**config.mk**
```make
export PLATFORM = sky130hd
export DESIGN_NAME = assert_reporter
export DESIGN_NICKNAME = d
export VERILOG_FILES = /design/src/rtl/assert_pkg.sv /design/src/rtl/assert_lsb_pick.sv /design/src/rtl/assert_reporter.sv
export SDC_FILE = /design/constraint.sdc
export NUM_CORES = 1
export LEC_CHECK = 0
export ABC_AREA = 1
export BUFFER_PORTS_ARGS = -buffer_cell sky130_fd_sc_hd__buf_2
export CORE_MARGIN = 3
export CORE_UTILIZATION = 60
export CTS_CLUSTER_DIAMETER = 120
export CTS_CLUSTER_SIZE = 16
export DETAILED_ROUTE_END_ITERATION = 8
export HOLD_SLACK_MARGIN = 0.06
export PLACE_DENSITY = 0.88
export SYNTH_ARGS = -nofsm -noshare
export SYNTH_HDL_FRONTEND = slang
export SYNTH_SLANG_ARGS = --single-unit
```
**constraint.sdc**
```tcl
create_clock -name clk -period 12.9 [get_ports clk]
set_clock_uncertainty 0.2 [all_clocks]
set_input_delay 0.645 -clock clk [delete_from_list [all_inputs] [get_ports clk]]
set_output_delay 0.645 -clock clk [all_outputs]
set_load 0.05 [all_outputs]
```
**src/rtl/assert_pkg.sv**
```systemverilog
// Shared constants and types for the assertion reporter.
package assert_pkg;

    localparam logic [7:0] FRAME_HDR = 8'hA5;
    localparam int         FRAME_LEN = 6;

    typedef enum logic {
        IDLE,
        SEND
    } state_t;

    typedef logic [31:0] stamp_t;

endpackage

```
**src/rtl/assert_lsb_pick.sv**
```systemverilog
// Lowest-set-bit encoder: returns the smallest index with mask[i]=1.
module assert_lsb_pick #(
    parameter int WIDTH = 8
) (
    input  logic [WIDTH-1:0] mask,
    output logic [7:0]       idx,
    output logic             found
);

    // Scan high to low so the last hit (lowest index) wins.
    always_comb begin
        idx   = '0;
        found = 1'b0;
        for (int i = WIDTH - 1; i >= 0; i--) begin
            if (mask[i]) begin
                idx   = 8'(i);
                found = 1'b1;
            end
        end
    end

endmodule

```
**src/rtl/assert_reporter.sv**
```systemverilog
// Assertion reporter: sticky failure status, saturating count, first-fail
// timestamps and a 6-byte report frame per newly failing checker.
//
// state | meaning
// IDLE  | waiting for a pending checker; picks lowest index into shadow regs
// SEND  | presenting frame byte byte_idx on the valid/ready byte stream
module assert_reporter
    import assert_pkg::*;
#(
    parameter int NUM_CHK = 8,
    parameter int CNT_W   = 16
) (
    input  logic               clk,
    input  logic               rst,
    input  logic               enable,
    input  logic               clear,
    input  logic [NUM_CHK-1:0] chk_in,
    output logic [7:0]         tx_data,
    output logic               tx_valid,
    input  logic               tx_ready,
    output logic               fail_any,
    output logic [NUM_CHK-1:0] fail_mask,
    output logic [CNT_W-1:0]   fail_count
);

    // Sum is wide enough for the counter plus a full popcount of up to 255 lines.
    localparam int SUM_W = ((CNT_W > 9) ? CNT_W : 9) + 1;

    function automatic logic [8:0] popcount(input logic [NUM_CHK-1:0] v);
        logic [8:0] n;
        n = '0;
        for (int i = 0; i < NUM_CHK; i++) n = n + 9'(v[i]);
        return n;
    endfunction

    function automatic logic [7:0] frame_byte(input logic [2:0] sel,
                                              input logic [7:0] idx,
                                              input stamp_t     st);
        case (sel)
            3'd0:    return FRAME_HDR;
            3'd1:    return idx;
            3'd2:    return st[31:24];
            3'd3:    return st[23:16];
            3'd4:    return st[15:8];
            3'd5:    return st[7:0];
            default: return 8'h00;
        endcase
    endfunction

    stamp_t             cyc_cnt;
    stamp_t             stamp [NUM_CHK];
    logic [NUM_CHK-1:0] pending;
    logic [NUM_CHK-1:0] fails;
    logic [NUM_CHK-1:0] newly;
    logic [NUM_CHK-1:0] take_mask;
    logic [SUM_W-1:0]   sum;
    logic [7:0]         pick_idx;
    logic               pick_found;
    logic               take;
    stamp_t             pick_stamp;

    state_t             state;
    logic [2:0]         byte_idx;
    logic [7:0]         shadow_idx;
    stamp_t             shadow_stamp;

    assert_lsb_pick #(.WIDTH(NUM_CHK)) u_pick (
        .mask  (pending),
        .idx   (pick_idx),
        .found (pick_found)
    );

    // Failures seen this edge, the subset that is new, and the saturating sum.
    always_comb begin
        fails     = (enable && !clear) ? ~chk_in : '0;
        newly     = fails & ~fail_mask;
        sum       = SUM_W'(fail_count) + SUM_W'(popcount(fails));
        take      = (state == IDLE) && !clear && pick_found;
        take_mask = take ? (NUM_CHK'(1) << pick_idx) : '0;
    end

    // Stamp lookup for the checker the FSM is about to frame.
    always_comb begin
        pick_stamp = '0;
        for (int i = 0; i < NUM_CHK; i++) begin
            if (pick_idx == 8'(i)) pick_stamp = stamp[i];
        end
    end

    assign fail_any = |fail_mask;

    // Cycle counter, sticky mask, saturating count and pending frames.
    always_ff @(posedge clk or posedge rst) begin
        if (rst) begin
            cyc_cnt    <= '0;
            fail_mask  <= '0;
            fail_count <= '0;
            pending    <= '0;
        end else if (clear) begin
            cyc_cnt    <= '0;
            fail_mask  <= '0;
            fail_count <= '0;
            pending    <= '0;
        end else begin
            if (enable) cyc_cnt <= cyc_cnt + 32'd1;
            fail_mask <= fail_mask | fails;
            if (sum[SUM_W-1:CNT_W] != '0) fail_count <= '1;
            else                           fail_count <= sum[CNT_W-1:0];
            pending <= (pending & ~take_mask) | newly;
        end
    end

    // First-failure timestamps use the counter value before this edge's increment.
    always_ff @(posedge clk or posedge rst) begin
        if (rst) begin
            for (int i = 0; i < NUM_CHK; i++) stamp[i] <= '0;
        end else begin
            for (int i = 0; i < NUM_CHK; i++) begin
                if (clear)         stamp[i] <= '0;
                else if (newly[i]) stamp[i] <= cyc_cnt;
            end
        end
    end

    // Frame sequencer; a frame in SEND finishes from shadow regs even across clear.
    always_ff @(posedge clk or posedge rst) begin
        if (rst) begin
            state        <= IDLE;
            byte_idx     <= '0;
            shadow_idx   <= '0;
            shadow_stamp <= '0;
            tx_valid     <= 1'b0;
            tx_data      <= 8'h00;
        end else begin
            case (state)
                IDLE: begin
                    if (take) begin
                        shadow_idx   <= pick_idx;
                        shadow_stamp <= pick_stamp;
                        byte_idx     <= '0;
                        tx_valid     <= 1'b1;
                        tx_data      <= FRAME_HDR;
                        state        <= SEND;
                    end
                end
                SEND: begin
                    if (tx_ready) begin
                        if (byte_idx == 3'(FRAME_LEN - 1)) begin
                            tx_valid <= 1'b0;
                            state    <= IDLE;
                        end else begin
                            byte_idx <= byte_idx + 3'd1;
                            tx_data  <= frame_byte(byte_idx + 3'd1, shadow_idx, shadow_stamp);
                        end
                    end
                end
                default: state <= IDLE;
            endcase
        end
    end

endmodule

```
======== Word level (Yosys, flattened, before mapping) ========
Index checks and enable logic that the tools add are counted.
storage, ports and cells
  output and inout port bits .............. 34
  word-level logic and storage cells ...... 138
  register bits ........................... 373
  input bits .............................. 13
cells by class
  reduce and logical (&&, ||, !) cells .... 19
  bitwise gates (word level) .............. 8
  shift operators ......................... 1
  equal/unequal tests ..................... 17
  add/sub/neg operators ................... 10
  mux-type cells .......................... 65
operator list
  kind                                              number
  2-to-1 mux 32 bit                                 26
  2-to-1 mux 8 bit                                  7
  one-hot mux 8 bit (6 select lines)                1
  2-to-1 mux 3 bit                                  11
  adder 32 x 1 -> 32 bit (second input constant)    1
  == test 8 x 3 -> 1 bit (second input constant)    4
  2-to-1 mux 16 bit                                 2
  inverter 8 bit                                    3
  nonzero test 2 bit                                9
  adder 16 x 8 -> 17 bit                            1
  AND 8 bit                                         2
  == test 8 x 2 -> 1 bit (second input constant)    2
  OR 8 bit                                          2
  one-hot mux 8 bit (2 select lines)                1
  2-to-1 mux 1 bit                                  14
  == test 3 bit (second input constant)             3
  adder 7 x 1 -> 8 bit                              1
  == test 8 x 1 -> 1 bit (second input constant)    1
  logical NOT 8 bit                                 1
  OR reduction 8 bit                                1
  left shift 1 x 8 -> 8 bit (first input constant)  1
  adder 6 x 1 -> 7 bit                              1
  adder 5 x 1 -> 6 bit                              1
  == test 3 x 2 -> 1 bit (second input constant)    2
  16 further kinds                                  22

======== Depth between registers and ports, before layout ========
  word-level depth ........................ 17
  depth in mapped cells ................... 23
  mapped depth without buffers ............ 23

======== By module ========
From an unflattened synthesis, not the netlist that was laid out.
unflattened totals
  cells, all modules ...................... 2,074
  area total of the unflattened synthesis .. 18,654.1 um2
modules (own cells, without submodules)
  module           cells each  instances  sequential area each (um2)  area each (um2)
  assert_reporter  2,046       1          9,334.0                     18,514.0
  assert_lsb_pick  28          1          0.0                         140.1

======== Worst setup path after synthesis ========
No wires, ideal clock.
  path kind ............................... input to register
  start ................................... input port enable
  end ..................................... register fail_count[13]
  arrival time ............................ 4.142 ns
  setup time .............................. 0.065 ns
  slack ................................... 8.494 ns
  buffers on the path ..................... 1
  required time ........................... 12.635 ns
  cell stages on the path ................. 19
  cells stage by stage .................... inv_1 > nor2_2 > inv_2 > nor2_1 > fa_1 > inv_1 > fa_1 > fa_1 > fa_1 > inv_1 > fa_1 > a31oi_1 > nor3_2 > nand3_1 > or2_2 > buf_2 > nand2_1 > o21ai_0 > inv_1
on the way
  word-level cells in the longest chain between the ends .. 12
RTL lines
  item                      RTL line                source
  start, declared           assert_reporter.sv:15   input logic enable,
  logical AND 1 bit *       assert_reporter.sv:75   fails = (enable && !clear) ? ~chk_in : '0;
  2-to-1 mux 8 bit *        assert_reporter.sv:75
  adder 1 x 1 -> 2 bit      assert_reporter.sv:32   for (int i = 0; i < NUM_CHK; i++) n = n + 9'(v[i]);
  adder 2 x 1 -> 3 bit      assert_reporter.sv:32
  adder 3 x 1 -> 4 bit      assert_reporter.sv:32
  adder 4 x 1 -> 5 bit      assert_reporter.sv:32
  adder 5 x 1 -> 6 bit      assert_reporter.sv:32
  adder 6 x 1 -> 7 bit      assert_reporter.sv:32
  adder 7 x 1 -> 8 bit *    assert_reporter.sv:32
  adder 16 x 8 -> 17 bit *  assert_reporter.sv:77   sum = SUM_W'(fail_count) + SUM_W'(popcount(fails));
  2-to-1 mux 16 bit *       assert_reporter.sv:107  if (sum[SUM_W-1:CNT_W] != '0) fail_count <= '1;
  2-to-1 mux 16 bit *       assert_reporter.sv:99   end else if (clear) begin
  end signal, assigned      assert_reporter.sv:108  else fail_count <= sum[CNT_W-1:0];
  end, declared             assert_reporter.sv:23   output logic [CNT_W-1:0] fail_count
Mark *: on every way between the ends. The rest lies on a longest branch, timed or not.
A chain may end at the register's enable or synchronous reset.

======== Final worst setup path ========
  start ................................... input port clear
  end ..................................... register fail_count[11]
on the way
  word-level cells in the longest chain between the ends .. 13
RTL lines
  item                    RTL line                source
  start, declared         assert_reporter.sv:16   input logic clear,
  logical NOT 1 bit       assert_reporter.sv:75
  logical AND 1 bit       assert_reporter.sv:75
  2-to-1 mux 8 bit        assert_reporter.sv:75
  adder 1 x 1 -> 2 bit    assert_reporter.sv:32
  adder 2 x 1 -> 3 bit    assert_reporter.sv:32
  adder 3 x 1 -> 4 bit    assert_reporter.sv:32
  adder 4 x 1 -> 5 bit    assert_reporter.sv:32
  adder 5 x 1 -> 6 bit    assert_reporter.sv:32
  adder 6 x 1 -> 7 bit    assert_reporter.sv:32
  adder 7 x 1 -> 8 bit    assert_reporter.sv:32
  adder 16 x 8 -> 17 bit  assert_reporter.sv:77
  2-to-1 mux 16 bit       assert_reporter.sv:107
  2-to-1 mux 16 bit *     assert_reporter.sv:99
Marked as above.

==> results.sh <==
export IMPL_status="complete, no violations"
export IMPL_syn_area_um2=17700
export IMPL_fin_area_um2=18800
export IMPL_drv_slew=0
export IMPL_grt_max_degree=137
export IMPL_drt_wl_total_um=45200
export IMPL_combPwrFrac_pct=20.4
export IMPL_antenna_found_initial=0
export IMPL_p_sw_mw=0.799
export IMPL_clkPwrFrac_pct=29.7
export IMPL_p_per_area_nw_per_um2=134
export IMPL_critical_path_max_stage_delay_ns=0.54
export IMPL_cts_buffer_depth=3
export IMPL_wire_per_inst_um=19.3
export IMPL_rsz0062_at_grt="false"
export IMPL_p_leak_nw=9.02
export IMPL_cts_sinks=368
export IMPL_dieArea_um2=31600
export IMPL_worst_path_max_delay_cell="buf_4"
export IMPL_end_kind="register"
export IMPL_grt_usage_pct=29.2
export IMPL_rows=62
export IMPL_grt_pass1_wl_um=74100
export IMPL_critPathMostFrequentCell="fa_1"
export IMPL_htreeDepth=1
export IMPL_die_w_um=178
export IMPL_worst_pin_slew_ns=1.27
export IMPL_port_buffers=46
export IMPL_cp_required_ns=13.20
export IMPL_hold_viol=0
export IMPL_crit_path_start_kind="input pin"
export IMPL_holdBufCountCts=0
export IMPL_via_per_inst=6.14
export IMPL_start_util_pct=61.2
export IMPL_post_cts_resized=0
export IMPL_drv_cap=0
export IMPL_synthFlopType="dfrtp_1"
export IMPL_final_fill_count=2186
export IMPL_ys_seq_area_share_pct=52.0
export IMPL_dp_hpwl_um=27600
export IMPL_setup_viol=0
export IMPL_vdd_drop_max_mv=0.107
export IMPL_async_flop_share_pct=100
export IMPL_synth_seq_cells=368
export IMPL_timing_rr_start="fail_count[0]"
export IMPL_placedInstanceArea_um2=18100
export IMPL_gp_routability_congestion=0.879
export IMPL_syn_avg_cell_area_um2=9.02
export IMPL_mostFrequentLayoutCell="dfrtp_1"
export IMPL_crit_fanout=68
export IMPL_cts_root_buffer="clkbuf_16"
export IMPL_period_minus_slack_ns=5.07
export IMPL_overflow=0
export IMPL_p_seq_share_pct=49.9
export IMPL_p_total_mw=2.52
export IMPL_hold_ws_ns=0.0511
export IMPL_syn_inst=1963
export IMPL_cp_arrival_ns=5.38
export IMPL_min_path_type="input pin to async pin"
export IMPL_tns_ns=0
export IMPL_yosysUniqueCellTypes=46
export IMPL_fin_crit_sh_pct=39.3
export IMPL_cp_cell_sequence="buf_2 > buf_4 > nor2_2 > inv_2 > nor2_1 > fa_1 > inv_1 > fa_1 > fa_1 > fa_1 > inv_1 > fa_1 > a31oi_1 > nor3_2 > nand2_1 > nor3_1 > o21ai_0 > inv_1"
export IMPL_final_cell_mix="368 x dfrtp_1, 349 x nand2_1, 251 x inv_1, 155 x o21ai_0, 146 x nor2_1"
export IMPL_areaGrowthSynthToFinish_pct=6.19
export IMPL_clkTransAtPathRegs_ns=0.07
export IMPL_fmax_mhz=197
export IMPL_post_cts_buffers=0
export IMPL_crit_type="input pin to register"
export IMPL_clkLatencyLatePin_ns=0.56
export IMPL_syn_num_nets=1993
export IMPL_cts_buffers=26
export IMPL_die_h_um=178
export IMPL_startpoint="clear"
export IMPL_coreArea_um2=28900
export IMPL_antenna_cells=0
export IMPL_vias=14410
export IMPL_nNetsFinal=1992
export IMPL_slew_headroom_pct=15.1
export IMPL_p_sw_share_pct=31.7
export IMPL_drive_gt1_share_pct=14.3
export IMPL_firstDrtPassIters=8
export IMPL_drtAntennaViolNets=0
export IMPL_grt_pass1_vias=14373
export IMPL_yosys_warnings=0
export IMPL_ioPinCount=47
export IMPL_route_detailed_drc=0
export IMPL_internal_power_mw=1.72
export IMPL_cts_tree="done"
export IMPL_synth_edf_count=0
export IMPL_drt_initial_drc_count=1509
stage by stage:
step,utilization [%],std cells,setup WS [ns]
after floorplan,-,1963,1.84
after global placement,62.7,2318,7.43
after detailed placement,62.7,2318,7.26
after CTS,65.0,2345,7.85
after global routing,65.0,2345,7.45
final,65.0,2345,7.83
registers in the layout, summed over array words and instances, names as in the netlist:
| register | count |
|---|---|
| shadow_stamp | 32 |
| shadow_idx | 3 |
| stamp | 256 |
| state | 1 |
| fail_mask | 8 |
| pending | 8 |
| tx_data | 8 |
| tx_valid | 1 |
| cyc_cnt | 32 |
| byte_idx | 3 |
| fail_count | 16 |
synthesized netlist by cell type (8+ instances only):
cell	number	area, um^2
nor3_1	23	115
ha_1	12	150
nand3_1	108	541
buf_1	10	37.5
inv_2	11	41.3
clkbuf_1	35	131
mux2_2	137	1540
o21ai_1	11	55.1
mux2_1	8	90.1
buf_4	8	60.1
o22ai_1	35	219
o21ai_0	155	776
inv_1	252	946
a21oi_1	96	480
dfrtp_1	368	9210
buf_2	39	195
nor4_1	8	50.1
nor2_1	146	548
nand2_1	353	1330
nand4_1	75	469
worst max-delay path: cells and delay by family:
kind / cells / cell delay, ns
AOI/OAI and AO/OA: 2 / 0.35
adders and majority gates: 5 / 2.08
buffers and inverters: 6 / 1.09
and+or+nand+nor: 5 / 1.15
area by class of cell:
class,instances,area (um^2),share of cell area [%]
Sequential cell,368,9210,49.0
Tap cell,384,480,2.55
Timing Repair Buffer,66,380,2.02
Inverter,264,998,5.31
Multi-Input combinational cell,1236,7060,37.6
Clock buffer,27,676,3.59
power by group through the flow:
stage,sequential [mW],combinational [mW],clock [mW]
floorplan,1.34,0.304,0
global placement,1.28,0.484,0
detailed placement,1.28,0.502,0
CTS,1.26,0.507,0.755
global route,1.26,0.559,0.802
finish,1.26,0.514,0.749
logic make-up after synthesis:
family	synth area share, %
xor+xnor	0.495
simple gates	19.1
fa+ha+maj	1.41
mux	9.22
flops	52.0
buf+inv	8.18
compound gates	9.60
metal layers:
layer	GRT usage, %	up-vias	wire [um]
met4	11.3	0	1540
li1	-	6453	-
met3	5.07	150	4100
met5	0	-	0
met2	47.8	783	21600
met1	39.3	7024	17900
path summary, 6_finish.rpt:
path                                    to  slack, ns  depth (start not counted)
max                         fail_count[11]       7.83                         18
min                        shadow_stamp[7]       0.05                          2
max reg2reg                 fail_count[11]       8.61                         13
min reg2reg                     tx_data[0]       0.28                          2
max in group asynchronous    fail_count[2]      10.07                          4
min in group clk              fail_mask[0]       0.10                          2
Note: power is estimated with default switching activity, not from simulation.
